`src/rtl/gray_conv_pkg.sv`:
```
// Shared types and helpers for the Gray-conversion arbiter.
// Gray conversion is done at a fixed maximum width; callers narrow it with a wrapper.
package gray_conv_pkg;

   localparam int unsigned GC_MAX_W = 64;

   typedef enum logic {
      EMPTY = 1'b0,
      FULL  = 1'b1
   } state_t;

   // Zero-extended input keeps the MSB rule intact: g[msb] = b[msb] ^ 0.
   function automatic logic [GC_MAX_W-1:0] bin2gray(input logic [GC_MAX_W-1:0] bin);
      return bin ^ (bin >> 1);
   endfunction

   function automatic int unsigned id_width(input int unsigned n);
      int unsigned w;
      w = 1;
      while ((32'd1 << w) < n) begin
         w = w + 1;
      end
      return w;
   endfunction

endpackage

```
`src/rtl/gray_conv_arbiter_rr_arbiter_core.sv`:
```
// Combinational round-robin picker: first asserted request at or after ptr, wrapping.
module rr_arbiter_core
   import gray_conv_pkg::*;
#(
   parameter int unsigned NUM_REQ = 4,
   parameter int unsigned ID_W    = 2
) (
   input  logic [NUM_REQ-1:0] req,
   input  logic [ID_W-1:0]    ptr,
   output logic [NUM_REQ-1:0] grant,
   output logic               any_grant,
   output logic [ID_W-1:0]    idx
);

   logic [ID_W-1:0] cand;

   always_comb begin
      grant     = '0;
      any_grant = 1'b0;
      idx       = '0;
      cand      = '0;
      for (int unsigned k = 0; k < NUM_REQ; k++) begin
         cand = ID_W'((32'(ptr) + k) % NUM_REQ);
         if (!any_grant && req[cand]) begin
            any_grant = 1'b1;
            idx       = cand;
         end
      end
      if (any_grant) begin
         grant[idx] = 1'b1;
      end
   end

endmodule

```
`src/rtl/gray_conv_arbiter.sv`:
```
// Round-robin shared binary-to-Gray converter with a registered single-entry
// output stage; drain and reload may happen in the same cycle.
module gray_conv_arbiter
   import gray_conv_pkg::*;
#(
   parameter  int unsigned WIDTH   = 6,
   parameter  int unsigned NUM_REQ = 4,
   localparam int unsigned ID_W    = id_width(NUM_REQ)
) (
   input  logic                       clk,
   input  logic                       rst_n,
   input  logic [NUM_REQ-1:0]         req_valid,
   input  logic [NUM_REQ*WIDTH-1:0]   req_data,
   output logic [NUM_REQ-1:0]         req_ready,
   output logic                       out_valid,
   input  logic                       out_ready,
   output logic [WIDTH-1:0]           out_gray,
   output logic [WIDTH-1:0]           out_bin,
   output logic [ID_W-1:0]            out_id
);

   function automatic logic [WIDTH-1:0] gray_w(input logic [WIDTH-1:0] b);
      return WIDTH'(bin2gray(GC_MAX_W'(b)));
   endfunction

   state_t               state;
   logic [ID_W-1:0]      rr_ptr;
   logic [NUM_REQ-1:0]   grant;
   logic                 any_grant;
   logic [ID_W-1:0]      win_idx;
   logic [ID_W-1:0]      next_ptr;
   logic [WIDTH-1:0]     sel_bin;
   logic                 can_load;
   logic                 load;

   rr_arbiter_core #(
      .NUM_REQ (NUM_REQ),
      .ID_W    (ID_W)
   ) u_arb (
      .req       (req_valid),
      .ptr       (rr_ptr),
      .grant     (grant),
      .any_grant (any_grant),
      .idx       (win_idx)
   );

   assign can_load  = (state == EMPTY) || (out_ready && out_valid);
   assign load      = can_load && any_grant;
   // Grants are suppressed while in reset so no requester sees a phantom accept.
   assign req_ready = (rst_n && load) ? grant : '0;
   assign next_ptr  = (win_idx == ID_W'(NUM_REQ - 1)) ? '0 : ID_W'(win_idx + 1'b1);

   always_comb begin
      sel_bin = '0;
      for (int unsigned i = 0; i < NUM_REQ; i++) begin
         if (grant[i]) begin
            sel_bin = req_data[i*WIDTH +: WIDTH];
         end
      end
   end

   // Output stage FSM: EMPTY <-> FULL, pointer advances only on a handshake.
   always_ff @(posedge clk or negedge rst_n) begin
      if (!rst_n) begin
         state     <= EMPTY;
         out_valid <= 1'b0;
         out_gray  <= '0;
         out_bin   <= '0;
         out_id    <= '0;
         rr_ptr    <= '0;
      end else begin
         case (state)
            EMPTY: begin
               if (load) begin
                  state     <= FULL;
                  out_valid <= 1'b1;
                  out_bin   <= sel_bin;
                  out_gray  <= gray_w(sel_bin);
                  out_id    <= win_idx;
                  rr_ptr    <= next_ptr;
               end
            end
            FULL: begin
               if (load) begin
                  out_bin   <= sel_bin;
                  out_gray  <= gray_w(sel_bin);
                  out_id    <= win_idx;
                  rr_ptr    <= next_ptr;
               end else if (out_ready) begin
                  state     <= EMPTY;
                  out_valid <= 1'b0;
               end
            end
            default: begin
               state     <= EMPTY;
               out_valid <= 1'b0;
            end
         endcase
      end
   end

endmodule

```
`config.mk`:
```
export PLATFORM = sky130hd
export DESIGN_NAME = gray_conv_arbiter
export DESIGN_NICKNAME = d
export VERILOG_FILES = /design/src/rtl/gray_conv_pkg.sv /design/src/rtl/gray_conv_arbiter_rr_arbiter_core.sv /design/src/rtl/gray_conv_arbiter.sv
export SDC_FILE = /design/constraint.sdc
export NUM_CORES = 1
export LEC_CHECK = 0
export ABC_AREA = 1
export CORE_MARGIN = 2
export CORE_UTILIZATION = 48
export CTS_CLUSTER_DIAMETER = 60
export DETAILED_ROUTE_END_ITERATION = 10
export PLACE_DENSITY_LB_ADDON = 0.3
export SLEW_MARGIN = 30
export SYNTH_ARGS = -nofsm -noshare
export SYNTH_HDL_FRONTEND = slang
export SYNTH_HIERARCHICAL = 1
export SYNTH_SLANG_ARGS = --single-unit
```
`constraint.sdc`:
```
create_clock -name clk -period 5.1 [get_ports clk]
set_clock_uncertainty 0.05 [all_clocks]
set_input_delay 1.02 -clock clk [delete_from_list [all_inputs] [get_ports clk]]
set_output_delay 1.02 -clock clk [all_outputs]
set_load 0.05 [all_outputs]
```
==> flow_summary_export.csv <==
group,metric,value,unit
global_routing,grt_usage,0.204,
setup_path,worst-setup-path-type,"primary input to output pin",
timing,drv_slew,0,
logic_synthesis,synth-seq-cells,17,
routing,post_drt_via_cell_ratio,4.81,
die,pin_count,50,
logic_synthesis,yosysWarnings,6,
place,place.gp.congestion,0.857,
timing,worst_pin_slew,0.498,ns
timing,finalSetupTns,0,ns
die,die_y,58.2,µm
cells_and_area,nets,300,
timing,rsz0062_at_grt,"no",
clock_tree,tritoncts,"yes",
clock_tree,ctsResizeCount,0,
cells_and_area,multi_input_area,835,µm²
logic_synthesis,avgSynthCellArea,6.56,µm²
clock_tree,cts_setup_buffers,0,
die,initial_core_util,0.507,
routing,first_pass_iters,4,
routing,postRouteAntennaNets,0,
logic_synthesis,synth_cell_types,26,
logic_synthesis,synth_xor_area_frac,0,
die,dieWidth,58.2,µm
job,cap_violations,0,
routing,drt_iter0_markers,60,
clock_tree,clk_pin_slew,0.09,ns
status,status,"finished clean",
cells_and_area,regArea,425,µm²
global_routing,overflow,0,
place,port_buffers,49,
logic_synthesis,yosys-mux-area-fraction,0,
place,placed_cell_area,1930,µm²
routing,drt-total-wl,3070,µm
timing,timing_hold_violations_final,0,
setup_path,start_kind,"primary input",
global_routing,grt_pass1_wl,5510,µm
cells_and_area,area_growth,38.8,%
routing,vias,1434,
clock_tree,holdBufCountCts,0,
clock_tree,clk_latency,0.29,ns
clock_tree,cts_sinks,17,
clock_tree,htreeDepth,1,
logic_synthesis,netlist_instances,215,
global_routing,grt_pass1_vias,1383,
logic_synthesis,synth.largest_area_cell,"dfrtp_1",
worst_hold_path,hp-class,"flip-flop to flip-flop",
cells_and_area,fillers,248,
logic_synthesis,synth_top_area_frac,0.302,
place,dp_hpwl,2520,µm
logic_synthesis,synth-seq-area-share,0.302,
timing,period_share,0.891,
logic_synthesis,synth_area_leaders,"dfrtp_1 (30%), nand2_1 (21%), nand2_2 (9.8%)",
logic_synthesis,synth-simple-area-share,0.509,
clock_tree,root_buffer,"clkbuf_4",
routing,drcViolationCount,0,
clock_tree,clockBufferDepth,2,
logic_synthesis,syn-num-nets,247,
die,rows,19,
die,dieArea,3390,µm²
cells_and_area,final_area,1960,µm²
logic_synthesis,synth_area,1410,µm²
global_routing,grt_max_degree,19,
global_routing,antenna_found_initial,0,
timing,relSlewSlack,0.667,
timing,fin_crit,4.54,ns
setup_path,required,4.03,ns
logic_synthesis,synth_compound_area_frac,0.0736,
die,core,2780,µm²
setup_path,cp-end-kind,"output pin",
routing,wl_per_cell,10.3,µm
place,dp.cells,294,
logic_synthesis,synth_fa_ha_area_frac,0.00887,
cells_and_area,diodes,0,
cells_and_area,drive_gt1_frac,0.206,
logic_synthesis,synth_top_family_by_area,"simple AND/OR/NAND/NOR gates",
cells_and_area,final-instance-count-excl-fill,298,
clock_tree,numCtsBuffers,3,
setup_path,crit_path_max_fanout,6,
setup_path,arrival,3.47,ns
timing,finalSetupViolations,0,
timing,max_freq,0.220,GHz
-- kinds of logic (layout without fill, tap and decap cells) --
family          after synthesis  after routing
buf+inv                      32             84
fa+ha+maj                     1              1
compound gates               16             16
flops                        17             17
simple gates                149            149
-- synthesized netlist by cell type --
library cell and number:
ha_1 1, o21a_1 3, buf_4 3, o211ai_1 1, a21oi_1 8, inv_1 18, inv_4 1, buf_6 1
nor2_4 1, nand3_2 9, nand4_1 1, nand3_1 10, o21ai_2 2, inv_8 1, o31ai_1 1, nor2_2 2
nand2_1 79, inv_2 7, a21oi_2 1, or2_1 1, and2_1 1, dfrtp_1 17, buf_2 1, nand2_4 2
nor2_1 21, nand2_2 22
-- state kept, by name, indices dropped and copies added (netlist names) --
name	cells
out_valid	1
rr_ptr	2
out_gray	6
state	1
out_bin	5
out_id	2
-- worst max-delay path: stages --
cell and delay, ns:
clkdlybuf4s50_1 0.47, inv_1 0.05, nand2_1 0.09, nand3_2 0.10, nand2_2 0.11, inv_2 0.06, nand3_2 0.05, nand2_1 0.05
inv_2 0.05, nand2_2 0.09, nor2_1 0.30, inv_1 0.10, nor2_1 0.11, clkdlybuf4s50_1 0.80
-- layer usage --
layer	wire length, µm	global-route usage	vias to the layer above
li1	-	-	771
met5	0	0	-
met1	1370	0.254	622
met4	8	0.0332	0
met2	1470	0.357	39
met3	217	0.0603	2
-- worst paths after layout --
kind                                     end  slack [ns]          from  cells past startpoint
worst max-delay path            req_ready[0]        0.56  req_valid[3]                     14
worst min-delay path               out_valid        0.43         state                      1
worst max register to register   out_gray[0]        2.61     rr_ptr[0]                     19
worst min register to register     out_valid        0.43         state                      1
max in group asynchronous         out_bin[0]        3.81         rst_n                      2
min in group asynchronous          out_valid        1.00         rst_n                      2
-- cell type report --
class,instances,area share
clock buffers,4,0.0134
inverters,27,0.0569
multi-input cells,166,0.426
flip-flops and latches,17,0.217
well taps,31,0.0198
repair buffers,53,0.266
-- placed cells by master, fill, tap and decap left out --
cell	instances
dfrtp_1	17
a21oi_2	1
nand3_2	9
inv_1	18
ha_1	1
inv_8	1
nor2_2	2
buf_4	4
clkbuf_4	3
nor2_4	1
a21oi_1	8
nor2_1	21
and2_1	1
nand4_1	1
nand2_4	2
clkbuf_1	1
o211ai_1	1
nand2_1	79
nand2_2	22
o21ai_2	2
or2_1	1
o21a_1	3
nand3_1	10
clkdlybuf4s50_1	49
inv_2	7
inv_4	1
o31ai_1	1
-- per-stage QoR --
step / worst slack [ns] / util / hold WS [ns]
final: 0.557 / 0.704 / 0.426
after global routing: 0.337 / 0.704 / 0.458
after CTS: 0.558 / 0.704 / 0.432
after detailed placement: 0.574 / 0.694 / 0.418
after global placement: 0.572 / 0.694 / 0.402
after floorplan: 1.33 / - / 0.394
Power is left out: the tool's default activity adds up to more than one toggle a clock period on the data nets, which glitch-free logic cannot reach.
==> RTL change 1, RTL diff (same settings) <==
The parameter `WIDTH` goes from 6 to 12.
--- a/src/rtl/gray_conv_arbiter.sv
+++ b/src/rtl/gray_conv_arbiter.sv
@@ -4,5 +4,5 @@
    import gray_conv_pkg::*;
 #(
-   parameter  int unsigned WIDTH   = 6,
+   parameter  int unsigned WIDTH   = 12,
    parameter  int unsigned NUM_REQ = 4,
    localparam int unsigned ID_W    = id_width(NUM_REQ)
Interface: changed (resized out_bin, out_gray and req_data); port bits go from 50 to 86. No check against the original RTL was run, so the function may have changed too.
==> RTL change 1 against the unedited design <==
Count of clock-buffer cells in the layout is 3 higher. Setup slack better by 0.26 ns. Worst hold slack worse by 0.0058 ns. Non-clock buffer count up 37. Global-route usage rose by 4.0 points. Utilization grew 2.0 points. Cell area rose by 61%. Routed wire length up 92%. Synthesized area rose by 54%. Sequential cell count grew 12.
Power is left out: the tool's default activity adds up to more than one toggle a clock period on the data nets, which glitch-free logic cannot reach.
==> RTL change 1: results (changes against the unedited design) <==
| Metric | Value |
|---|---|
| Register-to-Register Path Depth | `17 (was 19)` |
| Top flop regs | `out_gray: 12 flops, out_bin: 11 flops (was out_gray: 6 flops, out_bin: 5 flops)` |
| Final net count | `477 (was 300)` |
| RR Endpoint | `out_gray[7] (was out_gray[0])` |
| Non-CTS buffers | `90 (was 53)` |
| Vias per inst | `5.08 (was 4.81)` |
| Mapped Cells | `338 (was 215)` |
| Largest cells by area after synthesis | `dfrtp_1 33%, nand2_1 24%, nand3_1 7.4% (was dfrtp_1 30%, nand2_1 21%, nand2_2 9.8%)` |
| Critical path launch point | `req_valid[1] (was req_valid[3])` |
| Seq. cell area | `726 sq um (was 425 sq um)` |
| F_max | `234 MHz (was 220 MHz)` |
| Placer Congestion | `0.829 (was 0.857)` |
| Total GRT Usage | `24.5% (was 20.4%)` |
| Worst setup endpoint | `req_ready[2] (was req_ready[0])` |
| Synth cell types | `25 (was 26)` |
| Non-clock buffer share | `29.5% (was 26.6%)` |
| Cell area after layout | `0.00315 sq mm (was 0.00196 sq mm)` |
| Top post-synthesis cells by count | `136 x nand2_1, 32 x nand3_1, 29 x dfrtp_1 (was 79 x nand2_1, 22 x nand2_2, 21 x nor2_1)` |
| Flop2flop setup slack | `2.27 ns (was 2.61 ns)` |
| Initial drt markers | `122 (was 60)` |
| Multi-In Gates | `256 (was 166)` |
| Status | `completed (unchanged)` |
| Share of cells above drive strength 1 | `14.3% (was 20.6%)` |
| Filler Cells Inserted | `351 (was 248)` |
| Largest net degree at the start of global routing | `37 (was 19)` |
| CTS root buf | `clkbuf_8 (was clkbuf_4)` |
| Clk tree area frac | `2.74% (was 1.34%)` |
| Slew HR | `64.9% (was 66.7%)` |
| Port bufs | `85 (was 49)` |
| Via Count | `2403 (was 1434)` |
| Final wirelength | `5890 um (was 3070 um)` |
| H-tree levels | `2 (was 1)` |
| Critical-path maximum fanout | `13 (was 6)` |
| WHS | `0.420 ns (was 0.426 ns)` |
[RTL change 1: critical path: stages]
cell	delay, ns
clkdlybuf4s50_1	0.43
inv_1	0.09
nand2_1	0.08
nand3_2	0.12
nand2_2	0.08
nor2_4	0.13
nand3_2	0.13
nand3_2	0.14
nand2_1	0.06
inv_1	0.31
inv_2	0.21
nor2_1	0.24
buf_12	0.17
[RTL change 1: routing by layer]
layer	vias up	track usage (%)	part of all wire, %
met5	-	0	0
met4	0	8.18	2.4
met3	13	6.75	8.2
met2	88	40.6	49
met1	1092	30.9	40
li1	1210	-	-
[RTL change 1: kinds of logic (layout without fill, tap and decap cells)]
group / after synthesis / in the layout / share of synthesized area, %
adder cells (fa/ha/maj): 1 / 1 / 0.577
AND/OR/NAND/NOR: 227 / 227 / 46.8
AO/OA/AOI/OAI: 28 / 28 / 7.44
flip-flops: 29 / 29 / 33.4
buffers and inverters: 53 / 136 / 11.7
==> RTL change 2, RTL diff (config.mk and constraints unchanged) <==
Without the edit above. Make the reset (`rst_n`) synchronous in one clocked block.
--- a/src/rtl/gray_conv_arbiter.sv
+++ b/src/rtl/gray_conv_arbiter.sv
@@ -61,5 +61,5 @@
 
    // Output stage FSM: EMPTY <-> FULL, pointer advances only on a handshake.
-   always_ff @(posedge clk or negedge rst_n) begin
+   always_ff @(posedge clk) begin
       if (!rst_n) begin
          state     <= EMPTY;
Check against the original RTL: differs if rst_n is asserted again (counterexample within 4 cycles, from zero or initial values and one cycle with rst_n low); with rst_n held inactive, the same outputs for 4 cycles.
==> RTL change 2 against the unedited design <==
Synthesized area down 2.4%. Cell area down 4.2%. Sequential share of layout area down 3.6 points. First-iteration DRC count up 63%. Sequential cell count unchanged. Utilization down 1.8 points. Largest cell class unchanged. Critical endpoint is now req_ready[3]. Worst hold slack about the same. Routed wire length up 13%. Setup slack better by 0.38 ns. Count of clock-buffer cells in the layout down 1.
==> RTL change 2: results (changes against the unedited design) <==
| Metric | Value |
|---|---|
| # placed instances | `301 (was 294)` |
| WHS | `0.426 ns (about the same)` |
| Flop2flop setup slack | `2.37 ns (was 2.61 ns)` |
| Worst slew pin tran | `0.552 ns (was 0.498 ns)` |
| F_max | `240 MHz (was 220 MHz)` |
| Sequential share of cell area | `18.2% (was 21.7%)` |
| Fin util | `68.6% (was 70.4%)` |
| Status | `completed (unchanged)` |
| Met2 GRT Util | `36.7% (was 35.7%)` |
| HP Start | `out_bin[3] (was state)` |
| Hold Path Sink | `out_bin[3] (was out_valid)` |
| Via Count | `1509 (was 1434)` |
| Drt wl/cell | `11.4 um (was 10.3 um)` |
| Worst hold stages | `2 (was 1)` |
| Final wirelength | `3470 um (was 3070 um)` |
| Final net count | `307 (was 300)` |
| RR Endpoint | `out_gray[4] (was out_gray[0])` |
| Met3 usage | `3.40% (was 6.03%)` |
| Delay of the slowest critical-path stage | `0.42 ns (was 0.80 ns)` |
| Clock buf count | `3 (was 4)` |
| Met3 WL post-DR | `359 um (was 217 um)` |
| Syn_nets | `259 (was 247)` |
| Total GRT Usage | `21.9% (was 20.4%)` |
| Multi-In Gates | `172 (was 166)` |
| Pre-CTS setup slack | `0.960 ns (was 0.574 ns)` |
| Largest cells by area after synthesis | `dfxtp_1 25%, nand2_1 20%, nor2_1 7.9% (was dfrtp_1 30%, nand2_1 21%, nand2_2 9.8%)` |
| Launch instance of the worst register-to-register path | `rr_ptr[0] (unchanged)` |
| Asr flop ratio synth | `0% (was 100%)` |
| Worst setup endpoint | `req_ready[3] (was req_ready[0])` |
| Initial drt markers | `98 (was 60)` |
| DP Wirelength | `2770 um (was 2520 um)` |
| Multi-input logic area | `856 sq um (was 835 sq um)` |
| Filler Cells Inserted | `245 (was 248)` |
| Top post-synthesis cells by count | `73 x nand2_1, 29 x nor2_1, 24 x inv_1 (was 79 x nand2_1, 22 x nand2_2, 21 x nor2_1)` |
[RTL change 2: power by group through the flow]
stage | Combinational [uW] | Sequential, uW | Clock [uW]
final | 1200 | 227 | 73.0
after global routing | 1330 | 233 | 80.8
after CTS | 1200 | 228 | 74.7
after detailed placement | 1190 | 231 | 0
after global placement | 1170 | 232 | 0
after floorplan | 811 | 352 | 0
[RTL change 2: cells by family after synthesis]
group / Yosys count / synth area share (%)
compound gates: 28 / 12.9
fa+ha+maj: 1 / 0.909
buf+inv: 38 / 13.1
flops: 17 / 24.7
simple gates: 143 / 48.4
[RTL change 2: worst reg2reg max path: stages (launching register included)]
cell,delay (ns)
dfxtp_1,0.68
nand2_1,0.18
nand3_1,0.18
o21ai_2,0.09
inv_1,0.08
nand4_1,0.12
nand2_2,0.14
inv_2,0.05
nor2_2,0.31
inv_1,0.17
or2_1,0.25
nand3_1,0.13
inv_1,0.05
nor2_1,0.10
nor2_1,0.05
